==> src/rtl/ofmap_storer.sv <==
// Output-map storer: reads output-SRAM words, issues one DMA write command,
// and streams each word as 32-bit beats (LS slice first) to the DMA.
module ofmap_storer #(
  parameter int unsigned AXI_WIDTH_AD     = 32,
  parameter int unsigned AXI_WIDTH_DA     = 32,
  parameter int unsigned BITS_TRANS       = 18,
  parameter int unsigned OUT_SRAM_ADDRESS = 5,
  parameter int unsigned DIN_WIDTH        = 16*8
) (
  input  logic                        clk,
  input  logic                        rstn,
  input  logic                        ap_start,
  output logic                        ap_done,
  input  logic [OUT_SRAM_ADDRESS:0]   num_words,
  input  logic [8:0]                  dst_idx,
  input  logic [AXI_WIDTH_DA-1:0]     dst_base_addr,
  output logic                        r_en,
  output logic [OUT_SRAM_ADDRESS-1:0] r_addr,
  input  logic [DIN_WIDTH-1:0]        r_data,
  output logic                        start_dma,
  output logic [BITS_TRANS-1:0]       num_trans,
  output logic [AXI_WIDTH_AD-1:0]     start_addr,
  output logic [AXI_WIDTH_DA-1:0]     wr_data,
  output logic                        wr_vld,
  input  logic                        wr_rdy,
  input  logic                        done_i
);

  localparam int unsigned BEATS = DIN_WIDTH / AXI_WIDTH_DA;
  localparam int unsigned BeatW = (BEATS > 1) ? $clog2(BEATS) : 1;
  localparam int unsigned CntW  = OUT_SRAM_ADDRESS + 1;

  typedef enum logic [2:0] {StIdle, StFetch, StWait, StSend, StDmaWait} state_e;

  state_e                   state_q, state_d;
  logic [CntW-1:0]          num_words_q, num_words_d;
  logic [CntW-1:0]          word_cnt_q, word_cnt_d;
  logic [BeatW-1:0]         beat_cnt_q, beat_cnt_d;
  logic [DIN_WIDTH-1:0]     shift_q, shift_d;
  logic                     sticky_q, sticky_d;
  logic                     start_dma_q, start_dma_d;
  logic                     ap_done_q, ap_done_d;
  logic [BITS_TRANS-1:0]    num_trans_q, num_trans_d;
  logic [AXI_WIDTH_AD-1:0]  start_addr_q, start_addr_d;
  logic [AXI_WIDTH_AD-1:0]  addr_off;
  logic                     beat_last;
  logic                     words_left;

  // Offset wraps modulo the address width by construction.
  assign addr_off = AXI_WIDTH_AD'(4 * BEATS) * AXI_WIDTH_AD'(num_words) *
                    AXI_WIDTH_AD'(dst_idx);
  assign beat_last  = (beat_cnt_q == BeatW'(BEATS - 1));
  assign words_left = ((word_cnt_q + CntW'(1)) < num_words_q);

  always_comb begin
    state_d      = state_q;
    num_words_d  = num_words_q;
    word_cnt_d   = word_cnt_q;
    beat_cnt_d   = beat_cnt_q;
    shift_d      = shift_q;
    sticky_d     = sticky_q;
    start_dma_d  = 1'b0;
    ap_done_d    = 1'b0;
    num_trans_d  = num_trans_q;
    start_addr_d = start_addr_q;

    // DMA completion may arrive before the last beat leaves; remember it.
    if ((state_q == StFetch || state_q == StWait || state_q == StSend) && done_i) begin
      sticky_d = 1'b1;
    end

    case (state_q)
      StIdle: begin
        sticky_d = 1'b0;
        if (ap_start) begin
          if (num_words != '0) begin
            num_words_d  = num_words;
            word_cnt_d   = '0;
            beat_cnt_d   = '0;
            start_dma_d  = 1'b1;
            num_trans_d  = BITS_TRANS'(num_words) * BITS_TRANS'(BEATS);
            start_addr_d = AXI_WIDTH_AD'(dst_base_addr) + addr_off;
            state_d      = StFetch;
          end else begin
            ap_done_d = 1'b1;
          end
        end
      end
      StFetch: state_d = StWait;
      StWait: begin
        shift_d    = r_data;
        beat_cnt_d = '0;
        state_d    = StSend;
      end
      StSend: begin
        if (wr_rdy) begin
          shift_d    = shift_q >> AXI_WIDTH_DA;
          beat_cnt_d = beat_cnt_q + BeatW'(1);
          if (beat_last) begin
            beat_cnt_d = '0;
            word_cnt_d = word_cnt_q + CntW'(1);
            state_d    = words_left ? StFetch : StDmaWait;
          end
        end
      end
      StDmaWait: begin
        if (done_i || sticky_q) begin
          ap_done_d = 1'b1;
          sticky_d  = 1'b0;
          state_d   = StIdle;
        end
      end
      default: state_d = StIdle;
    endcase
  end

  always_ff @(posedge clk or negedge rstn) begin
    if (!rstn) begin
      state_q      <= StIdle;
      num_words_q  <= '0;
      word_cnt_q   <= '0;
      beat_cnt_q   <= '0;
      shift_q      <= '0;
      sticky_q     <= 1'b0;
      start_dma_q  <= 1'b0;
      ap_done_q    <= 1'b0;
      num_trans_q  <= '0;
      start_addr_q <= '0;
    end else begin
      state_q      <= state_d;
      num_words_q  <= num_words_d;
      word_cnt_q   <= word_cnt_d;
      beat_cnt_q   <= beat_cnt_d;
      shift_q      <= shift_d;
      sticky_q     <= sticky_d;
      start_dma_q  <= start_dma_d;
      ap_done_q    <= ap_done_d;
      num_trans_q  <= num_trans_d;
      start_addr_q <= start_addr_d;
    end
  end

  assign ap_done    = ap_done_q;
  assign start_dma  = start_dma_q;
  assign num_trans  = num_trans_q;
  assign start_addr = start_addr_q;
  assign r_en       = (state_q == StFetch);
  assign r_addr     = word_cnt_q[OUT_SRAM_ADDRESS-1:0];
  assign wr_vld     = (state_q == StSend);
  assign wr_data    = shift_q[AXI_WIDTH_DA-1:0];

endmodule

==> config.mk <==
export PLATFORM = sky130hd
export DESIGN_NAME = ofmap_storer
export DESIGN_NICKNAME = d
export VERILOG_FILES = /design/src/rtl/ofmap_storer.sv
export SDC_FILE = /design/constraint.sdc
export NUM_CORES = 1
export LEC_CHECK = 0
export BUFFER_PORTS_ARGS = -buffer_cell sky130_fd_sc_hd__buf_2
export CAP_MARGIN = 20
export CORE_MARGIN = 2
export CORE_UTILIZATION = 54
export CTS_BUF_LIST = sky130_fd_sc_hd__clkbuf_8 sky130_fd_sc_hd__clkbuf_16
export DETAILED_ROUTE_END_ITERATION = 6
export GPL_ROUTABILITY_DRIVEN = 1
export PLACE_DENSITY = 0.81
export SLEW_MARGIN = 20
export SYNTH_ARGS = -nofsm -noshare
export SYNTH_HDL_FRONTEND = slang
export SYNTH_SLANG_ARGS = --single-unit
export TNS_END_PERCENT = 5
==> constraint.sdc <==
create_clock -name clk -period 2.2 [get_ports clk]
set_input_delay 0.66 -clock clk [delete_from_list [all_inputs] [get_ports clk]]
set_output_delay 0.66 -clock clk [all_outputs]
set_load 0.02 [all_outputs]
==> impl_metrics.py <==
metrics = {
    "outcome": {
        "outcome": "finished with violations",
        "violations": "setup timing",
    },
    "job": {
        "maxCapViolations": 0,
    },
    "clock_network": {
        "cts_buffers": 17,
        "clock_path_buffers": 2,
        "cts_sinks": 180,
        "postCtsHoldBufs": 0,
        "h-tree-depth": 4,
        "cts_tree": "done",
        "cts.clk_slew.worst_paths_ps": 80,
        "clock_latency_ps": 440,
        "root_buffer": "clkbuf_16",
    },
    "floorplanning": {
        "fp.dieH_um": 143.1,
        "die_area_um2": 20480,
        "ios": 271,
        "rows": 50,
        "initial_core_util": 0.5550,
        "fp.dieW_um": 143.1,
        "coreArea_um2": 18830,
    },
    "grt": {
        "grt.overflow.total": 0,
        "grt_max_degree": 64,
        "grt_usage": 0.2752,
        "grt_pass1_wl_um": 44100,
        "antenna_found_initial": 4,
        "first_global_vias": 8879,
        "gr-usage-met2": 0.4694,
        "use_met1": 0.3543,
        "met3_usage": 0.05567,
        "busiest_layer": "met2",
    },
    "power_and_ir_drop": {
        "power.leakage_nw": 6.695,
        "vdd_ir_drop_max_mv": 0.7221,
        "p_per_area_nw_per_um2": 1067,
    },
    "timing": {
        "setup_slack_ps": -2717,
        "rsz0062_at_grt": "true",
        "min_period_ps": 4917,
        "setup-violations-final": 25,
        "skew_ps": 12.98,
        "fin_crit_sh": 2.235,
        "final_max_slew_viol_count": 0,
        "worst_pin_slew_ps": 658.2,
        "timing.fmax_ghz": 0.2034,
        "slew_headroom": 0.5612,
        "hold_viol_final": 0,
    },
    "logic_synthesis": {
        "syn_inst": 1100,
        "synth_top_area_cell": "dfrtp_1",
        "ys_async_sr_fraction": 1.000,
        "ys.flop_type": "dfrtp_1",
        "synth.ff_latch_count": 180,
        "ys_types": 57,
        "synth_edf_count": 0,
        "syn_area_um2": 10450,
        "synth_area_per_cell_um2": 9.500,
        "ys_seq_area_frac": 0.4310,
        "ys_warn_count": 0,
        "synth_top_area_frac": 0.4310,
        "ys_top_cells_by_area": "dfrtp_1, nand2_1, fa_1",
    },
    "worst_setup_path": {
        "worstPathCellList": "buf_6 -> and2_1 -> fa_1 -> fa_1 -> inv_1 -> fa_1 -> inv_2 -> ha_4 -> and2_1 -> a31oi_2 -> a21oi_2 -> a211oi_2 -> o21ai_1 -> a21oi_1 -> xor2_1 -> buf_4 -> ha_4 -> nor2_1 -> nand2_1 -> a21oi_4 -> buf_12 -> nor4b_4 -> xnor2_1 -> o21ai_1",
        "cp_data_required_time_ps": 2530,
        "end_kind": "register",
        "critPathBufInv": 5,
        "cp_slowest_stage_delay_ps": 530,
        "crit_fanout": 6,
        "startpoint_type": "input pin",
        "arrival_ps": 5240,
        "critPathTopFamily": "adder cells",
        "slowest_stage": "fa_1",
        "path_common_cell": "fa_1",
        "crit_type": "input pin to register",
    },
    "cells_and_area": {
        "finish.net_count": 1643,
        "stdcell_area_um2": 13710,
        "multiInputGateArea_um2": 5727,
        "stdcell_count": 1664,
        "area_growth_pct": 31.20,
        "layout-drive-gt1-share": 0.3560,
        "fin_util": 0.7281,
        "fillers": 1346,
        "ff_latch_area_um2": 4507,
    },
    "route": {
        "via_per_inst": 5.526,
        "drc": 0,
        "routed_wl_um": 29100,
        "drtIter0Drc": 526,
        "via_count": 9195,
        "drt_pre_antenna_iters": 6,
        "wl_per_cell_um": 17.49,
        "ant_nets": 0,
    },
    "hold_path": {
        "hold_path.class": "input pin to asynchronous set/reset pin",
    },
    "placement": {
        "place_area_um2": 12400,
        "port_buffers": 258,
        "gp_congestion": 0.9178,
        "hpwlAfterDp_um": 20690,
        "place_inst": 1613,
    },
}
[report_power, final]
group | switching [mW] | total (mW) | internal (mW) | leakage [nW]
combinational | 3.82 | 7.26 | 3.44 | 3.95
clock | 1.51 | 3.16 | 1.66 | 0.304
sequential | 0.355 | 4.21 | 3.86 | 2.44
total | 5.68 | 14.6 | 8.95 | 6.70
[final timing paths]
path | start | to | slack [ps] | cells after the start
min in group clk | dst_base_addr[0] | start_addr[0]$_DFFE_PN0P_ | 410 | 3
worst max register to register | word_cnt_q[0]$_DFFE_PN0P_ | state_q[2]$_DFFE_PN0P_ | 110 | 9
worst max-delay path | num_words[2] | start_addr[22]$_DFFE_PN0P_ | -2720 | 24
max in group asynchronous | rstn | shift_q[93]$_DFFE_PN0P_ | 1490 | 2
worst min-delay path | rstn | shift_q[18]$_DFFE_PN0P_ | 80 | 1
worst min register to register | start_addr[1]$_DFFE_PN0P_ | start_addr[1]$_DFFE_PN0P_ | 480 | 2
[cell families (layout without fill, tap and decap cells)]
group                    count (synthesis)  after routing  synth area share
AO/OA/AOI/OAI                          308            308            0.1827
adder cells (fa/ha/maj)                 77             77            0.1137
other                                    1             17         0.0003589
multiplexers                            34             34           0.03257
flip-flops                             180            180            0.4310
AND/OR/NAND/NOR                        298            298            0.1315
buffers and inverters                  169            457           0.08046
XOR/XNOR                                33             33           0.02766
[worst register-to-register path, delay by kind of cell, from the launching register on]
| kind | cells | cell delay, ps |
|---|---|---|
| adders and majority gates | 2 | 520 |
| DFF | 1 | 430 |
| and+or+nand+nor | 1 | 90 |
| AOI/OAI and AO/OA | 6 | 940 |
[per-stage QoR]
stage | setup WS, ps | hold WS [ps] | total power, mW | TNS [ps]
6_report | -2717 | 78.13 | 14.63 | -58440
4_1_cts | -2764 | 83.30 | 13.86 | -58040
3_5_place_dp | -3370 | 460.5 | 10.18 | -77610
3_3_place_gp | -3248 | 453.0 | 10.02 | -75170
5_1_grt | -2932 | 88.16 | 15.54 | -62930
2_1_floorplan | -2886 | 364.4 | 8.291 | -62660
[routing by layer]
metal	wire (um)	up-vias
met5	11	-
met4	624	2
met3	2120	47
met2	14480	336
met1	11860	4473
li1	-	4337
[final cells by class]
class                           count  share of cell area
Clock buffer                       17             0.03103
Clock inverter                     15             0.01460
Timing Repair Buffer              366              0.1670
Tap cell                          260             0.02373
Sequential cell                   180              0.3287
Inverter                           59             0.01634
Multi-Input combinational cell    762              0.4177
Antenna cell                        5           0.0009126
[flip-flops by register name, indices dropped and copies added (netlist names)]
name / flops
state_q: 3
num_words_q: 6
start_dma: 1
ap_done: 1
word_cnt_q: 6
sticky_q: 1
start_addr: 32
beat_cnt_q: 2
shift_q: 128
[placed cells by master (no fill, tap or decap), types with 12 or more instances in the layout]
cell / synthesis / routed
buf_2: 18 / 248
nand2_1: 181 / 180
dfrtp_1: 180 / 178
buf_4: 49 / 99
o21ai_1: 91 / 92
o22ai_1: 65 / 64
inv_1: 56 / 49
o21ai_0: 47 / 41
and2_1: 46 / 36
mux2i_1: 34 / 34
a22o_1: 32 / 32
fa_1: 30 / 29
ha_1: 47 / 28
ha_4: 0 / 19
clkbuf_16: 0 / 17
nor2_1: 20 / 15
xnor2_1: 21 / 15
a21oi_1: 24 / 15
conb_1: 1 / 12
[Yosys cell counts (18+ instances only)]
cell type and count:
a21oi_1 24, a22o_1 32, and2_1 46, buf_2 18, buf_4 49, clkbuf_1 40, dfrtp_1 180, fa_1 30
ha_1 47, inv_1 56, mux2i_1 34, nand2_1 181, nor2_1 20, o21ai_0 47, o21ai_1 91, o22ai_1 65
xnor2_1 21
[repair_timing]
item | in CTS | in global routing
pin swaps | 47 | 31
setup endpoints to repair | 28 | 30
gates resized for setup | 63 | 46
gates cloned | 0 | 0
setup buffers | 9 | 6
Note: power is estimated with default switching activity, not from simulation.
